**src/rtl/cache_pkg.sv**
```systemverilog
// Shared widths, address field positions, FSM states and the latched miss record
// for the cache refill path.
`timescale 1ns/1ps
package cache_pkg;

  localparam int unsigned ADDR_W     = 32;
  localparam int unsigned WORD_W     = 32;
  localparam int unsigned LINE_WORDS = 4;
  localparam int unsigned INDEX_W    = 8;
  localparam int unsigned TAG_W      = 20;
  localparam int unsigned LEN_W      = 8;

  localparam int unsigned LINE_W     = WORD_W * LINE_WORDS;
  localparam int unsigned OFF_W      = $clog2(LINE_WORDS);

  localparam int unsigned TAG_LSB    = 12;
  localparam int unsigned INDEX_LSB  = 4;
  localparam int unsigned OFFSET_LSB = 2;

  localparam logic [LEN_W-1:0] BURST_LEN = LEN_W'(LINE_WORDS - 1);

  typedef enum logic [1:0] {
    IDLE = 2'd0,
    REQ  = 2'd1,
    RECV = 2'd2,
    DONE = 2'd3
  } state_t;

  // Fields captured from the accepted miss and held for the whole refill
  typedef struct packed {
    logic [TAG_W-1:0]   tag;
    logic [INDEX_W-1:0] index;
    logic               way;
    logic [OFF_W-1:0]   offset;
  } miss_info_t;

  // Line-aligned byte address rebuilt from tag and index
  function automatic logic [ADDR_W-1:0] line_addr(input logic [TAG_W-1:0]   tag,
                                                  input logic [INDEX_W-1:0] index);
    return {tag, index, {INDEX_LSB{1'b0}}};
  endfunction

endpackage

```
**src/rtl/line_assembler.sv**
```systemverilog
// Collects the read beats of one burst into a line and picks out the
// requested word as it goes past.
`timescale 1ns/1ps
module line_assembler
  import cache_pkg::*;
(
  input  logic              clk,
  input  logic              rstn,
  input  logic              clear,
  input  logic              start,
  input  logic              beat_en,
  input  logic [WORD_W-1:0] beat_data,
  input  logic [OFF_W-1:0]  crit_offset,
  output logic [LINE_W-1:0] line,
  output logic              last_beat_c,
  output logic              crit_valid,
  output logic [WORD_W-1:0] crit_data
);

  logic [OFF_W-1:0] beat_cnt;

  assign last_beat_c = (beat_cnt == OFF_W'(LINE_WORDS - 1));

  // Beat counter: restarts on a new miss and again when the burst address is accepted
  always_ff @(posedge clk) begin
    if (!rstn) begin
      beat_cnt <= '0;
    end else if (clear || start) begin
      beat_cnt <= '0;
    end else if (beat_en) begin
      beat_cnt <= beat_cnt + OFF_W'(1);
    end
  end

  // Line register: each beat lands in the word slot selected by the counter
  always_ff @(posedge clk) begin
    if (!rstn) begin
      line <= '0;
    end else if (clear) begin
      line <= '0;
    end else if (beat_en) begin
      for (int unsigned k = 0; k < LINE_WORDS; k++) begin
        if (beat_cnt == OFF_W'(k)) begin
          line[k*WORD_W +: WORD_W] <= beat_data;
        end
      end
    end
  end

  // Critical word: one-cycle pulse the cycle after the requested beat arrives
  always_ff @(posedge clk) begin
    if (!rstn) begin
      crit_valid <= 1'b0;
      crit_data  <= '0;
    end else begin
      crit_valid <= beat_en && (beat_cnt == crit_offset);
      if (beat_en && (beat_cnt == crit_offset)) begin
        crit_data <= beat_data;
      end
    end
  end

endmodule

```
**src/rtl/cache_refill_ctrl.sv**
```systemverilog
// Miss-refill engine: issues one line-aligned 4-beat read burst per miss,
// assembles the line, forwards the critical word and hands the finished line
// to the write buffer with a one-cycle refill_ready pulse.
`timescale 1ns/1ps
module cache_refill_ctrl
  import cache_pkg::*;
(
  input  logic               clk,
  input  logic               rstn,
  input  logic               miss_valid,
  output logic               miss_ready,
  input  logic [ADDR_W-1:0]  miss_addr,
  input  logic               miss_way,
  output logic               ar_valid,
  input  logic               ar_ready,
  output logic [ADDR_W-1:0]  ar_addr,
  output logic [LEN_W-1:0]   ar_len,
  input  logic               r_valid,
  output logic               r_ready,
  input  logic [WORD_W-1:0]  r_data,
  input  logic               r_last,
  output logic               crit_valid,
  output logic [WORD_W-1:0]  crit_data,
  output logic [LINE_W-1:0]  final_data,
  output logic               refill_ready,
  output logic [INDEX_W-1:0] index,
  output logic [TAG_W-1:0]   tag,
  output logic               way,
  output logic               proto_err
);

  state_t     state_q;
  state_t     state_d;
  miss_info_t info_q;

  logic accept_c;
  logic ar_hs_c;
  logic beat_c;
  logic last_beat_c;
  logic proto_bad_c;

  logic miss_ready_d;
  logic ar_valid_d;
  logic r_ready_d;
  logic refill_ready_d;

  // Byte-within-word bits play no part in a line refill
  logic unused_addr_lsbs;
  assign unused_addr_lsbs = ^miss_addr[OFFSET_LSB-1:0];

  assign accept_c = miss_valid & miss_ready;
  assign ar_hs_c  = ar_valid & ar_ready;
  assign beat_c   = r_valid & r_ready;

  // r_last must appear on the final beat and nowhere else
  assign proto_bad_c = beat_c && (r_last != last_beat_c);

  assign ar_len = BURST_LEN;
  assign index  = info_q.index;
  assign tag    = info_q.tag;
  assign way    = info_q.way;

  // Next-state and next-output decode; handshake outputs are registered from state_d
  always_comb begin
    state_d        = state_q;
    miss_ready_d   = 1'b0;
    ar_valid_d     = 1'b0;
    r_ready_d      = 1'b0;
    refill_ready_d = 1'b0;

    case (state_q)
      IDLE:    if (accept_c)              state_d = REQ;
      REQ:     if (ar_hs_c)               state_d = RECV;
      RECV:    if (beat_c && last_beat_c) state_d = DONE;
      DONE:                               state_d = IDLE;
      default:                            state_d = IDLE;
    endcase

    miss_ready_d   = (state_d == IDLE);
    ar_valid_d     = (state_d == REQ);
    r_ready_d      = (state_d == RECV);
    refill_ready_d = (state_d == DONE);
  end

  // State register
  always_ff @(posedge clk) begin
    if (!rstn) begin
      state_q <= IDLE;
    end else begin
      state_q <= state_d;
    end
  end

  // Handshake and pulse outputs
  always_ff @(posedge clk) begin
    if (!rstn) begin
      miss_ready   <= 1'b1;
      ar_valid     <= 1'b0;
      r_ready      <= 1'b0;
      refill_ready <= 1'b0;
    end else begin
      miss_ready   <= miss_ready_d;
      ar_valid     <= ar_valid_d;
      r_ready      <= r_ready_d;
      refill_ready <= refill_ready_d;
    end
  end

  // Miss capture: fields and burst address stay frozen until the next accepted miss
  always_ff @(posedge clk) begin
    if (!rstn) begin
      info_q  <= '0;
      ar_addr <= '0;
    end else if (accept_c) begin
      info_q.tag    <= miss_addr[ADDR_W-1:TAG_LSB];
      info_q.index  <= miss_addr[TAG_LSB-1:INDEX_LSB];
      info_q.way    <= miss_way;
      info_q.offset <= miss_addr[INDEX_LSB-1:OFFSET_LSB];
      ar_addr       <= line_addr(miss_addr[ADDR_W-1:TAG_LSB],
                                 miss_addr[TAG_LSB-1:INDEX_LSB]);
    end
  end

  // Sticky protocol error, cleared only by reset
  always_ff @(posedge clk) begin
    if (!rstn) begin
      proto_err <= 1'b0;
    end else if (proto_bad_c) begin
      proto_err <= 1'b1;
    end
  end

  line_assembler u_line_assembler (
    .clk         (clk),
    .rstn        (rstn),
    .clear       (accept_c),
    .start       (ar_hs_c),
    .beat_en     (beat_c),
    .beat_data   (r_data),
    .crit_offset (info_q.offset),
    .line        (final_data),
    .last_beat_c (last_beat_c),
    .crit_valid  (crit_valid),
    .crit_data   (crit_data)
  );

endmodule

```
**config.mk**
```make
export PLATFORM = sky130hd
export DESIGN_NAME = cache_refill_ctrl
export DESIGN_NICKNAME = d
export VERILOG_FILES = /design/src/rtl/cache_pkg.sv /design/src/rtl/line_assembler.sv /design/src/rtl/cache_refill_ctrl.sv
export SDC_FILE = /design/constraint.sdc
export NUM_CORES = 1
export LEC_CHECK = 0
export CAP_MARGIN = 20
export CELL_PAD_IN_SITES_DETAIL_PLACEMENT = 0
export CELL_PAD_IN_SITES_GLOBAL_PLACEMENT = 1
export CORE_MARGIN = 4
export CORE_UTILIZATION = 31
export DETAILED_ROUTE_END_ITERATION = 10
export PLACE_DENSITY_LB_ADDON = 0.1
export SYNTH_ARGS = -nofsm -noshare
export SYNTH_HDL_FRONTEND = slang
export SYNTH_SLANG_ARGS = --single-unit
```
**constraint.sdc**
```tcl
create_clock -name clk -period 1.75 [get_ports clk]
set_clock_uncertainty 0.05 [all_clocks]
set_input_delay 0.525 -clock clk [delete_from_list [all_inputs] [get_ports clk]]
set_output_delay 0.525 -clock clk [all_outputs]
set_load 0.01 [all_outputs]
```
# Word level (Yosys, flattened, before mapping)
# Index checks and enable logic that the tools add are counted.
# word_totals
reg_bits	229
elab_cells	51
# classes
addsub	1
n_eq_ne	11
muxes	4
bitwise_logic	4
reduce_logical	13
# op_table
cell	n
$eq A2 B2 Y1 const B	6
$pmux W2 S4	1
$reduce_and A2 Y1	4
$eq A2 B1 Y1 const B	3
$logic_not A2 Y1	3
$mux W2	3
$reduce_or A2 Y1	2
$and A1 B1 Y1	3
$logic_and A1 B1 Y1	3
$add A2 B1 Y2 const B	1
$eq A2 B2 Y1	1
$logic_or A1 B1 Y1	1
$ne A1 B1 Y1	1
$not A1 Y1	1

# Depth between registers and ports, before layout
# Gate-level depths: netlist of run 1.
# logic_depth
ltp_word	5
mapped_depth	7
mapped_depth_nobuf	5

# Modules after synthesis
# Synthesis of run 1 repeated with hierarchy kept, for this count alone.
# unflattened
hier_cells	950
area_unflattened_um2	7808.7
# by_module_without_submodules
mod	instances	cells_each	area_per_inst_um2
line_assembler	1	720	5873.1
cache_refill_ctrl	1	230	1935.6

# Worst setup path after synthesis of run 1
# No wires, ideal clock.
# synth_path
kind	input to register
startpoint	input port r_valid
endpoint	register u_line_assembler.crit_data[10]
arrival_time_ns	1.448
setup_slack_ns	0.181
path_stages	5
path_buffers	2
cell_sequence	buf_6 > nand2_4 > nor3_4 > buf_8 > mux2i_1
# synth_between
elab_chain_len	2
# synth_rtl
item	line_no	source
start: declaration	cache_refill_ctrl.sv:18	input logic r_valid,
$and A1 B1 Y1	cache_refill_ctrl.sv:53	assign beat_c = r_valid & r_ready;
$logic_and A1 B1 Y1	line_assembler.sv:57	if (beat_en && (beat_cnt == crit_offset)) begin
end signal: assignment	line_assembler.sv:58	crit_data <= beat_data;
end: declaration	line_assembler.sv:17	output logic [WORD_W-1:0] crit_data
# No other way between the ends.
# A chain may end at the register's enable or synchronous reset.

# Final worst setup path of run 1
# layout_path
startpoint	register u_line_assembler.line[68]
endpoint	output port final_data[68]
# layout_lines
item	line_no	source
start: declaration	line_assembler.sv:14	output logic [LINE_W-1:0] line,
start signal: indexed assignment	line_assembler.sv:44	line[k*WORD_W +: WORD_W] <= beat_data;
end: declaration	cache_refill_ctrl.sv:24	output logic [LINE_W-1:0] final_data,
# No word-level cell between the ends.

==> results of run 1 <==
==> sequential cells by signal (all words and copies together), names as in the netlist, 2 cells and up <==
register / count
info_q: 2
u_line_assembler.crit_data: 32
state_q: 2
tag: 20
index: 7
u_line_assembler.line: 128
u_line_assembler.beat_cnt: 2
==> stage by stage <==
stage / instances / TNS (ns)
after floorplan: 964 / 0
after global placement: 1487 / -47.16
after detailed placement: 1487 / -50.36
after CTS: 1531 / 0
after global routing: 1531 / -0.0588
final: 1531 / 0
==> cells by family (layout without fill, tap and decap cells) <==
family / Yosys count / count (layout) / share of synthesized area [%]
AOI/OAI and AO/OA: 168 / 168 / 12.0
xor gates and xnor gates: 4 / 4 / 0.449
adders and majority gates: 4 / 4 / 0.642
buffers and inverters: 135 / 378 / 10.7
DFF: 201 / 201 / 51.6
muxes: 32 / 32 / 4.11
other: 2 / 12 / 0.0963
and+or+nand+nor: 408 / 408 / 20.4
==> metal layers <==
metal / wire length [um] / share of wire [%] / vias to the layer above / GRT usage [%]
li1: - / - / 3448 / -
met1: 11000 / 44 / 3144 / 21.6
met2: 11700 / 46 / 205 / 29.4
met3: 2070 / 8.2 / 28 / 6.30
met4: 439 / 1.7 / 0 / 3.52
met5: 0 / 0 / - / 0
==> worst paths after layout <==
check                                                                from                                       to  slack (ns)
worst max-delay path               u_line_assembler.line[68]$_SDFFE_PP0P_                           final_data[68]        0.04
worst min-delay path              u_line_assembler.line[119]$_SDFFE_PP0P_  u_line_assembler.line[119]$_SDFFE_PP0P_        0.40
worst max register to register  u_line_assembler.beat_cnt[1]$_SDFFE_PP0P_  u_line_assembler.line[114]$_SDFFE_PP0P_        0.23
worst min register to register    u_line_assembler.line[119]$_SDFFE_PP0P_  u_line_assembler.line[119]$_SDFFE_PP0P_        0.40
==> area by class of cell <==
cell class | count | area, um^2
inverter | 2 | 7.51
clock inverter | 6 | 57.6
multi-input combinational | 628 | 3010
fill | 2553 | 13100
sequential | 201 | 4030
tap | 324 | 405
clock buffer | 38 | 744
timing repair buffer | 332 | 3170
==> power by group <==
group | leakage [nW] | internal (mW) | switching (mW)
combinational | 2.61 | 0.379 | 0.419
sequential | 1.63 | 4.64 | 0.0470
clock | 0.395 | 3.05 | 1.94
total | 4.63 | 8.07 | 2.41
==> Yosys cell counts, types with 2 or more instances <==
cell type,number,area [um^2]
a21boi_0,31,233
a21oi_1,129,646
and2_1,2,12.5
and3_2,4,30.0
buf_1,11,41.3
buf_2,18,90.1
buf_4,68,510
buf_6,2,22.5
buf_8,3,45.0
clkbuf_1,31,116
conb_1,2,7.51
dfxtp_1,201,4020
ha_1,4,50.1
inv_1,2,7.51
mux2i_1,32,320
nand2_1,386,1450
nand3_1,6,30.0
nor2_1,4,15.0
o21a_1,4,30.0
xnor2_1,2,17.5
xor2_1,2,17.5
==> timing repair <==
action | 4_1_cts | 5_1_grt
pin swaps | 0 | 0
endpoints found under the setup margin | 223 | 106
resized for setup | 264 | 117
==> flow_metrics.tcl, run 1 <==
set metrics [dict create \
    outcome "completed" \
    path_clk_slew_ns 0.06 \
    slowest_delay_ns 0.33 \
    grtUsageTotal_pct 17.4 \
    cp.arrival_ns 1.14 \
    wl_per_cell_um 16.5 \
    synth_area_um2 7800 \
    cts_sinks 201 \
    final_nets 1264 \
    synthFlopType "dfxtp_1" \
    worstRegToRegCells 5 \
    crit_chain "dlygate4sd2_1" \
    slew_viol_final 0 \
    fp.dieArea_um2 27800 \
    syn_area_per_cell_um2 8.18 \
    dpl_cell_area_um2 10900 \
    final_common_cell "nand2_1" \
    grt_pass1_wl_um 39700 \
    grt_antenna_before_repair 0 \
    post-route-period-util_pct 97.8 \
    ctsHoldBuffers 0 \
    critPathBufInv 1 \
    final_cell_mix "nand2_1, dfxtp_1, a21oi_1" \
    boundaryPins 306 \
    rows 57 \
    clockRootBuffer "clkbuf_16" \
    vias_per_cell 4.46 \
    cap_violations 0 \
    port_buffers 291 \
    grt_start_max_net_pins 58 \
    cts_buffers 24 \
    ys_types 31 \
    place_ws_ns -0.403 \
    utilization_pct 46.6 \
    die_w_um 167 \
    cts_setup_buffers 0 \
    area_growth_pct 46.4 \
    netlist_instances 954 \
    layout_min_cycle_time_ns 1.71 \
    ys_seq_area_share_pct 51.6 \
    gp_congestion 0.764 \
    crit_slowest_cell "dfxtp_1" \
    min_path_type "reg2reg" \
    holdWs_ns 0.397 \
    start_kind "register" \
    first_pass_iters 4 \
    p_leak_nw 4.63 \
    grt_pass1_vias 6748 \
    stdcell_area_um2 11400 \
    vdd_drop_max_mv 0.603 \
    route.detailed.drc 0 \
    whs_path_depth 2 \
    finalHoldViolCount 0 \
    hpwlAfterDp_um 17800 \
    vias 6825 \
    start_util_pct 31.8 \
    cp_max_fo 2 \
    power_density_nw_per_um2 918 \
    layout-drive-gt1-share_pct 10.7 \
    die_h_um 167 \
    core_area_um2 24500 \
    diodes 0 \
    cts_tree "yes" \
    required_ns 1.17 \
    antenna_violating_nets_post_route 0 \
    cp_top_family "flip-flops" \
    drtIter0Drc 329 \
    worst_slack_ns 0.0378 \
    synth-edff-count 0 \
    clk_path_buf_depth 3 \
    total_power_mw 10.5 \
    wirelength_um 25200 \
    insertion_delay_ns 0.50 \
    end_kind "primary output" \
    synth-async-reset-ratio_pct 0 \
    ys_ff_latch 201 \
    yosysWarnings 0 \
    grt-ovfl-total 0 \
    path_depth 1 \
    htreeDepth 1 \
    grt_setup_unrepaired "true" \
    max_freq_mhz 584 \
    setup_viol 0 \
    crit_type "reg2out" \
]
No activity file was read; power rests on OpenSTA's default activity.
==> run 2, diff against run 1 <==
==> constraint.sdc (replaced) <==
create_clock -name clk -period 1.75 [get_ports clk]
set_clock_uncertainty 0.05 [all_clocks]
set_input_delay 0.175 -clock clk [delete_from_list [all_inputs] [get_ports clk]]
set_output_delay 0.175 -clock clk [all_outputs]
set_load 0.01 [all_outputs]
==> run 2 against run 1 <==
Net effect:
- core utilization rose by 0.29 points
- worst hold slack lost 0.34 ns
- largest cell class unchanged
- die area is the same
- global-route usage fell by 0.12 points
- critical path depth unchanged
- clock-buffer cell count shrank 3
==> flow_metrics.tcl, run 2 (synthesis results as in run 1) <==
set metrics [dict create \
    outcome "completed" \
    min_path_type "in2reg" \
    stdcell_area_um2 11500 \
    insertion_delay_ns 0.51 \
    crit_type "reg2out" \
    fin_cells 1515 \
    fillers 2438 \
    port_buffers 291 \
    pwr-share-comb_pct 7.8 \
    hold_start "rstn" \
    reg_top3 "u_line_assembler.line x128, u_line_assembler.crit_data x32, tag x20" \
    slowest_delay_ns 0.62 \
    vdd_drop_max_mv 0.627 \
    die_w_um 167 \
    final_common_cell "nand2_1" \
    grt_antenna_before_repair 0 \
    drtIter0Drc 335 \
    top_register "u_line_assembler.line" \
    path_clk_slew_ns 0.06 \
    gp_congestion 0.765 \
    finalHoldViolCount 0 \
    post-route-period-util_pct 95.5 \
    dpl_cell_area_um2 10700 \
    clk_path_buf_depth 3 \
    final_cell_mix "nand2_1, clkdlybuf4s50_1, dfxtp_1" \
    internal_power_mw 8.02 \
    htreeDepth 1 \
    die_h_um 167 \
    rows 57 \
    clockRootBuffer "clkbuf_16" \
    worstReg2RegEnd "u_line_assembler.line[120]$_SDFFE_PP0P_" \
    ctsHoldBuffers 0 \
    vias 6759 \
    crit_chain "clkdlybuf4s50_1" \
    first_pass_iters 4 \
    fp.dieArea_um2 27800 \
    grt_setup_unrepaired "false" \
    largest_reg_flops 128 \
    setup_viol 0 \
    final_nets 1253 \
    wirelength_um 25200 \
    worstRegToRegCells 5 \
    vias_per_cell 4.46 \
    cp_top_family "buffers and inverters" \
    critPathBufInv 1 \
    antenna_violating_nets_post_route 0 \
    whs_path_depth 3 \
    core_area_um2 24500 \
    grt_pass1_vias 6612 \
    end_kind "primary output" \
    p_leak_nw 3.92 \
    grt_start_max_net_pins 60 \
    start_util_pct 31.8 \
    layout-drive-gt1-share_pct 6.21 \
    route.detailed.drc 0 \
    hpwlAfterDp_um 17300 \
    max_freq_mhz 598 \
    cts_tree "yes" \
    cp.arrival_ns 1.45 \
    p_sw_share_pct 22.4 \
    p_clk_share_pct 46.8 \
    required_ns 1.52 \
    wl_per_cell_um 16.6 \
    tns_ns 0 \
    grtUsageTotal_pct 17.3 \
    r2r_setup_slack_ns 0.22 \
    diodes 0 \
    sequentialPowerShare_pct 45.4 \
    grt-ovfl-total 0 \
    dp.cells 1476 \
    start_kind "register" \
    holdWs_ns 0.0559 \
    power_density_nw_per_um2 900 \
    grt_pass1_wl_um 39400 \
    cp_max_fo 2 \
    area_growth_pct 47.3 \
    boundaryPins 306 \
    cts_buffers 24 \
    crit_slowest_cell "clkdlybuf4s50_1" \
    r2r_start "u_line_assembler.beat_cnt[1]$_SDFFE_PP0P_" \
    cts_sinks 201 \
    holdPathEnd "miss_ready$_SDFF_PN1_" \
    cap_violations 0 \
    slew_viol_final 0 \
    p_sw_mw 2.32 \
    layout_min_cycle_time_ns 1.67 \
]
==> run 2: changes by cell type in the layout (fill, tap and decap cells not counted), moves of 4 or more <==
cell,previous run,this run
clkdlybuf4s50_1,67,286
dlygate4sd2_1,104,2
clkdlybuf4s15_1,85,0
clkbuf_2,32,0
buf_12,19,12
clkbuf_8,7,2
buf_4,23,19
==> run 2: cell type report <==
cell class	instances	area, um^2	share of cell area, %
Sequential cell	201	4030	35.0
Timing Repair Buffer	321	3290	28.6
Multi-Input combinational cell	628	3010	26.2
Clock buffer	35	683	5.94
Tap cell	324	405	3.53
Clock inverter	4	73.8	0.642
Inverter	2	7.51	0.0653
==> run 2: per-layer routing <==
| layer | GRT usage (%) | part of all wire [%] |
|---|---|---|
| met5 | 0 | 0 |
| met4 | 3.66 | 1.3 |
| met3 | 6.26 | 8.9 |
| met2 | 28.4 | 46 |
| met1 | 22.1 | 44 |
==> run 2: power groups by stage <==
stage	combinational [mW]	sequential, mW	clock, mW
after floorplan	0.431	4.79	0
after global placement	0.829	4.79	0
after detailed placement	0.828	4.79	0
after CTS	0.829	4.69	5.01
after global routing	0.878	4.70	5.18
final	0.812	4.69	4.84
==> run 2: worst max path at each step <==
stage,from,end,slack (ns),depth (start not counted)
finish,u_line_assembler.line[28]$_SDFFE_PP0P_,final_data[28],0.08,1
global route,u_line_assembler.line[29]$_SDFFE_PP0P_,final_data[29],0.003,1
CTS,tag[12]$_SDFFE_PN0P_,tag[12],0.04,1
detailed placement,r_valid,u_line_assembler.crit_data[5]$_SDFFE_PN0P_,-0.02,5
global placement,r_valid,u_line_assembler.crit_data[26]$_SDFFE_PN0P_,-0.01,5
floorplan,r_ready$_SDFF_PN0_,u_line_assembler.crit_data[10]$_SDFFE_PN0P_,0.30,5
==> run 2: metrics by stage <==
step | util, % | total power, mW | setup slack (ns)
2_1_floorplan | - | 5.22 | 0.301
3_3_place_gp | 43.7 | 5.62 | -0.0125
5_1_grt | 46.9 | 10.8 | 0.00320
3_5_place_dp | 43.7 | 5.62 | -0.0232
6_report | 46.9 | 10.3 | 0.0785
4_1_cts | 46.8 | 10.5 | 0.0355
==> run 2: timing repair <==
action,in CTS,in global routing
cloned,0,0
endpoints found under the setup margin,2,2
buffers inserted,0,0
resized for setup,4,2
==> run 3, diff against run 2 <==
--- a/config.mk
+++ b/config.mk
@@ -5,6 +5,7 @@
 export SDC_FILE = /design/constraint.sdc
 export NUM_CORES = 1
 export LEC_CHECK = 0
+export ABC_CLOCK_PERIOD_IN_PS = 1750
 export CAP_MARGIN = 20
 export CELL_PAD_IN_SITES_DETAIL_PLACEMENT = 0
 export CELL_PAD_IN_SITES_GLOBAL_PLACEMENT = 1
==> results of run 3 <==
Same layout as run 2: the final DEF is identical, and so are final timing and power.
